**src/rtl/mem_access_pkg.sv**
```systemverilog
// Shared definitions for the MEM-stage data access unit: data width,
// funct3 access-size codes, FSM state encoding and the alignment rule.
package mem_access_pkg;

  localparam int unsigned XLEN = 64;

  localparam logic [2:0] F3_B  = 3'b000;
  localparam logic [2:0] F3_H  = 3'b001;
  localparam logic [2:0] F3_W  = 3'b010;
  localparam logic [2:0] F3_D  = 3'b011;
  localparam logic [2:0] F3_BU = 3'b100;
  localparam logic [2:0] F3_HU = 3'b101;
  localparam logic [2:0] F3_WU = 3'b110;

  typedef enum logic [1:0] {
    ST_IDLE = 2'd0,
    ST_BUSY = 2'd1,
    ST_DONE = 2'd2
  } state_t;

  // Natural alignment check for an access of size funct3 at byte offset off.
  // The unused code 3'b111 is treated like a doubleword.
  function automatic logic is_aligned(input logic [2:0] f3, input logic [2:0] off);
    logic ok;
    case (f3)
      F3_B, F3_BU: ok = 1'b1;
      F3_H, F3_HU: ok = (off[0] == 1'b0);
      F3_W, F3_WU: ok = (off[1:0] == 2'b00);
      default:     ok = (off == 3'b000);
    endcase
    return ok;
  endfunction

endpackage

```
**src/rtl/mem_access_load_extend.sv**
```systemverilog
// Selects the addressed byte/half/word lane from a raw doubleword and
// sign- or zero-extends it to XLEN according to funct3.
module load_extend
  import mem_access_pkg::*;
(
  input  logic [XLEN-1:0] raw,
  input  logic [2:0]      offset,
  input  logic [2:0]      funct3,
  output logic [XLEN-1:0] result
);

  logic [XLEN-1:0] shifted;

  // Right-justify the addressed lane, then extend by access size.
  always_comb begin
    shifted = raw >> {offset, 3'b000};
    case (funct3)
      F3_B:    result = {{56{shifted[7]}},  shifted[7:0]};
      F3_BU:   result = {56'd0,             shifted[7:0]};
      F3_H:    result = {{48{shifted[15]}}, shifted[15:0]};
      F3_HU:   result = {48'd0,             shifted[15:0]};
      F3_W:    result = {{32{shifted[31]}}, shifted[31:0]};
      F3_WU:   result = {32'd0,             shifted[31:0]};
      default: result = shifted;
    endcase
  end

endmodule

```
**src/rtl/mem_access.sv**
```systemverilog
// MEM-stage data memory access unit: accepts a load/store from EX/MEM,
// holds a request to data memory until acknowledged, stalls the pipeline
// meanwhile, and returns extended load data with a one-cycle done pulse.
module mem_access
  import mem_access_pkg::*;
(
  input  logic            clk,
  input  logic            nrst,
  input  logic            valid_i,
  input  logic            MemRead,
  input  logic            MemWrite,
  input  logic [XLEN-1:0] ALUResult,
  input  logic [XLEN-1:0] wdata_i,
  input  logic [2:0]      funct3_i,
  input  logic [7:0]      wmask,
  output logic            mem_req,
  output logic            mem_we,
  output logic [XLEN-1:0] mem_addr,
  output logic [XLEN-1:0] mem_wdata,
  output logic [7:0]      mem_wmask,
  input  logic            mem_ack,
  input  logic [XLEN-1:0] mem_rdata,
  output logic            stall_o,
  output logic [XLEN-1:0] rdata,
  output logic            done_o,
  output logic            misalign_o
);

  state_t          state_q, state_d;
  logic [XLEN-1:0] addr_q;
  logic [XLEN-1:0] wdata_q;
  logic [2:0]      funct3_q;
  logic [7:0]      wmask_q;
  logic            we_q;
  logic [XLEN-1:0] load_value;

  logic access_req;
  logic aligned;
  logic start;
  logic reject;

  assign access_req = valid_i & (MemRead | MemWrite);
  assign aligned    = is_aligned(funct3_i, ALUResult[2:0]);
  assign start      = (state_q == ST_IDLE) & access_req & aligned;
  assign reject     = (state_q == ST_IDLE) & access_req & ~aligned;

  assign mem_addr  = {addr_q[XLEN-1:3], 3'b000};
  assign mem_wdata = wdata_q << {addr_q[2:0], 3'b000};
  assign mem_wmask = wmask_q;

  load_extend u_load_extend (
    .raw    (mem_rdata),
    .offset (addr_q[2:0]),
    .funct3 (funct3_q),
    .result (load_value)
  );

  // State register.
  always_ff @(posedge clk) begin
    if (!nrst) state_q <= ST_IDLE;
    else       state_q <= state_d;
  end

  // Next-state and handshake outputs; stall covers the accept cycle too.
  always_comb begin
    state_d = state_q;
    mem_req = 1'b0;
    mem_we  = 1'b0;
    stall_o = 1'b0;
    done_o  = 1'b0;
    case (state_q)
      ST_IDLE: begin
        stall_o = start;
        if (start) state_d = ST_BUSY;
      end
      ST_BUSY: begin
        mem_req = 1'b1;
        mem_we  = we_q;
        stall_o = 1'b1;
        if (mem_ack) state_d = ST_DONE;
      end
      ST_DONE: begin
        done_o  = 1'b1;
        state_d = ST_IDLE;
      end
      default: state_d = ST_IDLE;
    endcase
  end

  // Request latches, load result capture and misalignment pulse.
  // A load+store combination latches we=1, so it completes as a store and
  // leaves rdata untouched.
  always_ff @(posedge clk) begin
    if (!nrst) begin
      addr_q     <= '0;
      wdata_q    <= '0;
      funct3_q   <= '0;
      wmask_q    <= '0;
      we_q       <= 1'b0;
      rdata      <= '0;
      misalign_o <= 1'b0;
    end else begin
      misalign_o <= reject;
      if (start) begin
        addr_q   <= ALUResult;
        wdata_q  <= wdata_i;
        funct3_q <= funct3_i;
        wmask_q  <= wmask;
        we_q     <= MemWrite;
      end
      if ((state_q == ST_BUSY) && mem_ack && !we_q)
        rdata <= load_value;
    end
  end

endmodule

```
**config.mk**
```make
export PLATFORM = sky130hd
export DESIGN_NAME = mem_access
export DESIGN_NICKNAME = d
export VERILOG_FILES = /design/src/rtl/mem_access_pkg.sv /design/src/rtl/mem_access_load_extend.sv /design/src/rtl/mem_access.sv
export SDC_FILE = /design/constraint.sdc
export NUM_CORES = 1
export LEC_CHECK = 0
export ABC_AREA = 0
export BUFFER_PORTS_ARGS = -buffer_cell sky130_fd_sc_hd__buf_2
export CORE_MARGIN = 2
export CORE_UTILIZATION = 40
export DETAILED_ROUTE_END_ITERATION = 6
export HOLD_SLACK_MARGIN = 0.05
export PLACE_DENSITY = 0.69
export SLEW_MARGIN = 5
export SYNTH_ARGS = -nofsm -noshare
export SYNTH_HDL_FRONTEND = slang
export SYNTH_SLANG_ARGS = --single-unit
```
**constraint.sdc**
```tcl
create_clock -name clk -period 1.8 [get_ports clk]
set_input_delay 0.18 -clock clk [delete_from_list [all_inputs] [get_ports clk]]
set_output_delay 0.18 -clock clk [all_outputs]
set_load 0.05 [all_outputs]
```
Word-level counts from Yosys, hierarchy flattened
Index checks and enable logic that the tools add are counted.
{"block": "totals", "ff_bits": 207, "in_bits": 209, "out_inout_bits": 205}
{"block": "op_classes", "n_eq_ne": 14, "n_shift": 2, "n_mux": 9, "bitwise_logic": 7, "reduce_logical": 12}
{"cell": "$pmux 64 s6", "n": 1}
{"cell": "$shl 64x6->64", "n": 1}
{"cell": "$shr 64x6->64", "n": 1}
{"cell": "$eq 3x3->1 const B", "n": 6}
{"cell": "$logic_not 3->1", "n": 3}
{"cell": "$eq 3x1->1 const B", "n": 2}
{"cell": "$eq 3x2->1 const B", "n": 2}
{"cell": "$reduce_or 2->1", "n": 3}
{"cell": "$and 1x1->1", "n": 4}
{"cell": "$logic_not 2->1", "n": 2}
{"cell": "$mux 2", "n": 2}
{"cell": "$ne 2x2->1 const B", "n": 2}
{"cell": "$pmux 2 s2", "n": 1}
{"cell": "$mux 1", "n": 3}
{"cell": "$pmux 1 s3", "n": 1}
{"cell": "$eq 2x1->1 const B", "n": 1}
{"cell": "$eq 2x2->1 const B", "n": 1}
{"cell": "$logic_and 1x1->1", "n": 2}
{"cell": "$not 1->1", "n": 2}
{"cell": "$pmux 1 s2", "n": 1}
{"cell": "$reduce_and 2->1", "n": 1}
{"cell": "$logic_not 1->1", "n": 1}
{"cell": "$or 1x1->1", "n": 1}

Depth between registers and ports, before layout
Gate-level depths: netlist (run 1).
{"block": "depth", "ltp_word": 6, "mapped_depth": 9}

By module
A second synthesis (run 1) with hierarchy kept.
{"block": "unflattened", "hier_cells": 1523, "hier_area_um2": 12615.8}
{"mod": "mem_access", "n_inst": 1, "cells_per_inst": 1246, "area_per_inst_um2": 10356.2}
{"mod": "load_extend", "n_inst": 1, "cells_per_inst": 277, "area_per_inst_um2": 2259.7}

Least setup slack after synthesis (run 1)
OpenSTA, ideal clock, no wires.
{"block": "synth_path", "kind": "register to output", "startpoint": "reg addr_q[0]", "endpoint": "out mem_wdata[53]", "arrival_time_ns": 2.455, "required_time_ns": 1.620, "slack_ns": -0.835, "path_stages_with_launch": 8, "path_buffers": 5, "path_cell_list": "dfxtp_1 -> buf_4 -> buf_4 -> buf_4 -> buf_4 -> buf_2 -> o21ai_0 -> o21ai_0"}
{"block": "synth_between", "elab_chain_cells": 1}
{"item": "start, declared", "line_no": "mem_access.sv:30", "rtl": "logic [XLEN-1:0] addr_q;"}
{"item": "start signal, assigned", "line_no": "mem_access.sv:105", "rtl": "addr_q <= ALUResult;"}
{"item": "$shl 64x6->64", "line_no": "mem_access.sv:48", "rtl": "assign mem_wdata = wdata_q << {addr_q[2:0], 3'b000};"}
{"item": "end, declared", "line_no": "mem_access.sv:19", "rtl": "output logic [XLEN-1:0] mem_wdata,"}
Every way passes these cells.

Worst setup path after layout (run 1)
{"block": "layout_path", "startpoint": "reg addr_q[1]", "endpoint": "out mem_wdata[52]"}
Same word-level chain as after synthesis.

==> impl_metrics.csv, run 1 <==
group,metric,value,unit
status,status,"finished with violations",
status,failed_checks,"negative setup slack",
critical_path,critPathCaptureType,"output pin",
sta,tightest_slew,0.488,ns
power_and_ir_drop,switchingPower,4680,uW
final_layout,fillers,2021,
sta,tns,-41.91,ns
critical_path,worstPathBufferInverterCount,3,
synth,ys_top_cells_by_count,"360 x nand2_1, 207 x dfxtp_1, 140 x a21boi_0, 131 x mux2i_1, 82 x o21ai_0",
synth,synth_seq_cells,207,
placed_design,placedInstanceArea,15400,um2
critical_path,cp_max_fo,7,
critical_path,crit_arrival,2.10,ns
synth,synth_edf_count,0,
drt,routed_wl,52300,um
power_and_ir_drop,seqPwrFrac,33.8,%
floorplan,initial_core_util,40.9,%
global_routing,grt_antenna_before_repair,7,
synth,synth_area_leaders,"dfxtp_1 35%, nand2_1 11%, mux2i_1 11%, a21boi_0 8.9%, buf_4 5.1%",
global_routing,grt_pass1_vias,13300,
sta,setup_slack,-0.482,ns
clock_tree,clock_latency,0.53,ns
final_layout,nets,2242,
synth,seq_area_frac_synth,35.0,%
final_layout,multi_input_area,8180,um2
critical_path,worstPathCellList,"buf_12 -> buf_6 -> mux2i_4 -> nor2_1 -> a21oi_2 -> mux2i_4 -> buf_6",
critical_path,start_kind,"flop",
clock_tree,path_clk_slew,0.06,ns
synth,synth_most_common_cell,"nand2_1",
clock_tree,cts_tree,"built",
clock_tree,numCtsBuffers,26,
sta,drv_slew,0,
synth,async_reset_ff_share,0,%
synth,syn_area_per_cell,8.32,um2
sta,post-route-min-period,2.28,ns
power_and_ir_drop,p_total,14700,uW
drt,wl_per_cell,21.4,um
placed_design,gp_congestion,0.950,
synth,post-synth-top-area-cell,"dfxtp_1",
sta,fin_hold_ws,0.0870,ns
drt,via_per_inst,5.50,
synth,syn_area,11800,um2
final_layout,fin_area,20300,um2
sta,finalHoldViolCount,0,
global_routing,grt_max_degree,71,
critical_path,critPathMaxStageDelay,0.38,ns
drt,post-route-drc-count,0,
critical_path,slowest_stage,"dfxtp_4",
floorplan,die_w,176,um
global_routing,track_usage,30.5,%
sta,fin_crit_sh,127,%
drt,postRouteAntennaNets,0,
final_layout,area_growth,71.4,%
placed_design,io_buffers,410,
critical_path,cp.required,1.62,ns
power_and_ir_drop,intPower,10000,uW
power_and_ir_drop,share_comb_of_total_power,28.5,%
clock_tree,h-tree-depth,1,
floorplan,dieArea,31000,um2
power_and_ir_drop,ir_drop,0.676,mV
synth,synth_ff_type,"dfxtp_1",
sta,fin_skew,0.0120,ns
floorplan,rows,62,
synth,ys_types,49,
hold_path,min_path_type,"in2reg",
floorplan,ios,414,
global_routing,grt_pass1_wl,74500,um
critical_path,crit_type,"reg2out",
sta,relSlewSlack,67.1,%
sta,grt_setup_unrepaired,"true",
synth,yosys.area.top_type_share,35.0,%
power_and_ir_drop,power-per-cell-area,726,nW/um2
final_layout,drive_above_1_share,47.0,%
drt,drtIter0Drc,1016,
sta,finalSetupViolCount,126,
power_and_ir_drop,clockPowerShare,37.7,%
synth,syn_inst,1421,
placed_design,dp_slack,-0.0837,ns
floorplan,core,28900,um2
placed_design,dp_hpwl,32400,um
clock_tree,clkSinkCount,207,
critical_path,crit_family,"buffers and inverters",
power_and_ir_drop,switching_share,31.8,%
global_routing,grt_overflow,0,
clock_tree,cts_root_buffer,"clkbuf_16",
floorplan,die_h,176,um
clock_tree,clk_path_buf_depth,3,
sta,clock.fmax,438,MHz
power_and_ir_drop,p_leak,0.00812,uW
job,cap_violations,0,
drt,drt_pre_antenna_iters,5,
synth,yosysWarnings,0,
final_layout,register_area,4160,um2
drt,vias,13400,
## layer usage
metal / global-route usage (%) / part of all wire, %
met1: 34.4 / 36
met2: 53.7 / 50
met3: 7.52 / 8.1
met4: 15.3 / 5.8
met5: 0 / 0
## area by class of cell
cell class | count | share of cell area [%]
Multi-Input combinational cell | 1024 | 40.3
Sequential cell | 207 | 20.5
Clock buffer | 34 | 3.61
Antenna cell | 7 | 0.0864
Tap cell | 384 | 2.37
Timing Repair Buffer | 769 | 32.2
Inverter | 5 | 0.0926
Clock inverter | 12 | 0.827
## registers in the layout, indices dropped and copies added (netlist names)
signal,count
addr_q,64
rdata,64
wdata_q,64
mem_wmask,8
funct3_q,3
state_q,2
misalign_o,1
we_q,1
## path summary, 6_finish.rpt
path                                  start                         to  slack, ns  depth (start not counted)
hold reg to reg   mem_wmask[5]$_SDFFE_PN0P_  mem_wmask[5]$_SDFFE_PN0P_       0.45                          2
hold / removal                         nrst  mem_wmask[2]$_SDFFE_PN0P_       0.09                          2
setup / recovery     addr_q[1]$_SDFFE_PN0P_              mem_wdata[52]      -0.48                          7
setup reg to reg     addr_q[1]$_SDFFE_PN0P_      rdata[9]$_SDFFE_PN0P_      -0.36                         11
## cell families (layout without fill, tap and decap cells)
kind of cell	count (synthesis)	in the layout	share of synthesized area [%]
muxes	175	175	16.7
and+or+nand+nor	470	470	16.5
buffers and inverters	192	820	9.57
AOI/OAI and AO/OA	376	376	22.1
DFF	207	207	35.0
other	1	10	0.0317
## cell usage in the layout, fill, tap and decap left out, drive strengths merged, types with 2 or more instances in the layout
master	netlist	layout
buf	135	612
nand2	360	360
dfxtp	207	207
dlygate4sd3	0	148
a21boi	140	140
mux2i	131	131
o21ai	82	82
a21oi	73	73
nor2	54	54
clkbuf	52	41
o22ai	33	33
mux2	29	29
nor2b	16	16
mux4	15	15
a211oi	12	12
and2	9	9
or3	8	8
o221a	8	8
diode	0	7
o211a	7	7
a2bb2oi	7	7
inv	5	7
o2bb2ai	7	7
nand3b	6	6
clkinv	0	5
nand2b	5	5
bufinv	0	4
or2	3	3
conb	1	3
nor3b	2	2
and3	2	2
o211ai	2	2
bufbuf	0	2
nor4	2	2
nor3	2	2
## what timing repair did
action / CTS / global route
hold buffers: 148 / 0
setup endpoints to repair: 98 / 215
endpoints found under the hold margin: 149 / 0
setup buffers: 30 / 47
pin swaps: 46 / 47
cloned: 10 / 7
gates resized for setup: 270 / 152
## worst reg2reg max path, stage by stage (launching register included)
cell     delay, ns
dfxtp_4       0.37
buf_4         0.13
buf_6         0.12
buf_8         0.13
buf_6         0.12
buf_8         0.14
buf_12        0.15
mux4_2        0.31
mux2i_1       0.17
buf_4         0.15
nor2_1        0.04
o221a_2       0.21
## stage by stage
step	util, %	std cells
finish	70.1	2442
global route	70.0	2440
CTS	66.5	2391
detailed placement	53.3	2159
global placement	53.3	2159
floorplan	-	1423
## power by group through the flow
stage | combinational [uW] | sequential [uW] | clock (uW)
6_report | 4190 | 4980 | 5540
4_1_cts | 3840 | 4950 | 5600
3_3_place_gp | 3160 | 5040 | 0
5_1_grt | 4370 | 4990 | 5790
2_1_floorplan | 2010 | 5220 | 0
3_5_place_dp | 3190 | 5050 | 0
No activity file was read; power rests on OpenSTA's default activity.
==> inputs of run 2 (changes only) <==
CTS_BUF_LIST = sky130_fd_sc_hd__clkbuf_4 sky130_fd_sc_hd__clkbuf_8   (was unset)
==> impl_metrics.csv, run 2 (synthesis gave the netlist of run 1 again) <==
group,metric,value,unit
global_routing,track_usage,31.0,%
power_and_ir_drop,intPower,9530,uW
sta,fin_skew,0.0300,ns
clock_tree,clk_path_buf_depth,3,
placed_design,dp_hpwl,32400,um
sta,fin_crit_sh,129,%
critical_path,rrSetupSlack,-0.33,ns
critical_path,rr_worst_depth,9,
clock_tree,cts_tree,"built",
floorplan,core,28900,um2
critical_path,crit_type,"reg2out",
clock_tree,path_clk_slew,0.06,ns
floorplan,ios,414,
critical_path,cp.required,1.62,ns
final_layout,nets,2259,
clock_tree,cts_root_buffer,"clkbuf_8",
drt,via_per_inst,5.59,
global_routing,grt_max_degree,71,
job,cap_violations,0,
power_and_ir_drop,ir_drop,0.481,mV
power_and_ir_drop,share_comb_of_total_power,29.9,%
clock_tree,clock_latency,0.57,ns
global_routing,grt_pass1_vias,13600,
sta,setup_slack,-0.517,ns
floorplan,rows,62,
final_layout,drive_above_1_share,47.7,%
floorplan,dieArea,31000,um2
global_routing,grt_overflow,0,
drt,post-route-drc-count,0,
drt,vias,13800,
sta,post-route-min-period,2.32,ns
sta,grt_setup_unrepaired,"true",
status,failed_checks,"negative setup slack",
critical_path,start_kind,"flop",
hold_path,worstHoldPathCells,5,
sta,fin_hold_ws,0.0909,ns
sta,clock.fmax,432,MHz
power_and_ir_drop,switching_share,33.4,%
floorplan,die_h,176,um
critical_path,crit_path_start,"addr_q[1]$_SDFFE_PN0P_",
clock_tree,h-tree-depth,2,
power_and_ir_drop,seqPwrFrac,34.8,%
drt,drt_pre_antenna_iters,5,
final_layout,reg.largest.list,"addr_q (64), rdata (64), wdata_q (64)",
power_and_ir_drop,power-per-cell-area,701,nW/um2
clock_tree,clkSinkCount,207,
floorplan,die_w,176,um
critical_path,cp_max_fo,6,
drt,drtIter0Drc,1106,
placed_design,gp_congestion,0.950,
final_layout,finish.utilization,70.5,%
status,status,"finished with violations",
hold_path,min_from,"mem_rdata[55]",
placed_design,io_buffers,410,
critical_path,rr_endpoint,"rdata[60]$_SDFFE_PN0P_",
power_and_ir_drop,clockPowerShare,35.3,%
drt,postRouteAntennaNets,0,
critical_path,critPathCaptureType,"output pin",
drt,routed_wl,54600,um
drt,wl_per_cell,22.1,um
sta,finalHoldViolCount,0,
sta,finalSetupViolCount,128,
final_layout,layout_commonest_cell,"nand2_1",
critical_path,r2r_start,"addr_q[1]$_SDFFE_PN0P_",
clock_tree,numCtsBuffers,40,
global_routing,grt_antenna_before_repair,2,
floorplan,initial_core_util,40.9,%
final_layout,area_growth,72.6,%
hold_path,hold_end,"rdata[55]$_SDFFE_PN0P_",
final_layout,layout_common_cells,"349 x nand2_1, 343 x buf_2, 202 x dfxtp_1",
power_and_ir_drop,p_leak,0.00822,uW
power_and_ir_drop,switchingPower,4780,uW
hold_path,min_path_type,"in2reg",
global_routing,grt_pass1_wl,75400,um
critical_path,crit_arrival,2.14,ns
sta,drv_slew,0,
-- run 2: worst max-delay path: stages, from the launching register on --
cell	delay, ns
dfxtp_4	0.38
buf_12	0.15
buf_4	0.17
mux2i_4	0.27
buf_4	0.14
nand2_1	0.06
nand3b_1	0.16
o21ai_4	0.08
buf_6	0.16
-- run 2: power by group through the flow --
| stage | combinational (uW) | clock, uW | sequential, uW |
|---|---|---|---|
| floorplan | 2010 | 0 | 5220 |
| global placement | 3160 | 0 | 5040 |
| detailed placement | 3190 | 0 | 5050 |
| CTS | 3890 | 5090 | 4960 |
| global route | 4440 | 5300 | 5000 |
| finish | 4280 | 5050 | 4980 |
-- run 2: worst max-delay path by stage --
stage / end / slack, ns
global placement: mem_wdata[53] / -0.04
floorplan: mem_wdata[24] / -0.10
detailed placement: mem_wdata[46] / -0.08
finish: mem_wdata[58] / -0.52
global route: mem_wdata[23] / -0.58
CTS: mem_wdata[50] / -0.47
-- run 2: what timing repair did --
action | CTS | global route
hold buffers | 150 | 1
setup endpoints to repair | 101 | 204
cloned | 11 | 8
buffers inserted | 35 | 33
pin swaps | 41 | 48
resized for setup | 283 | 141
hold endpoints to repair | 150 | 1
-- run 2: area by class of cell --
| cell class | instances | area, um2 |
|---|---|---|
| Clock buffer | 63 | 773 |
| Fill cell | 1983 | 8520 |
| Clock inverter | 8 | 81.3 |
| Multi-Input combinational cell | 1024 | 8210 |
| Antenna cell | 2 | 5.00 |
| Tap cell | 384 | 480 |
| Sequential cell | 207 | 4160 |
| Timing Repair Buffer | 772 | 6680 |
| Inverter | 5 | 18.8 |
-- run 2: metal layers --
metal	global-route usage [%]	routed length (um)	vias to the layer above
li1	-	-	6117
met2	56.4	27300	805
met3	6.22	4470	241
met4	13.9	3200	0
met1	34.9	19600	6616
met5	0	0	-
-- run 2: per-stage QoR --
stage	instances	setup TNS [ns]	cell area [um2]	power, uW	setup slack [ns]
2_1_floorplan	1423	-1.16	12700	7230	-0.101
3_3_place_gp	2159	-0.253	15400	8200	-0.0381
3_5_place_dp	2159	-1.47	15400	8240	-0.0837
4_1_cts	2426	-35.77	19400	13900	-0.471
5_1_grt	2464	-48.10	20400	14700	-0.578
6_report	2465	-40.12	20400	14300	-0.517
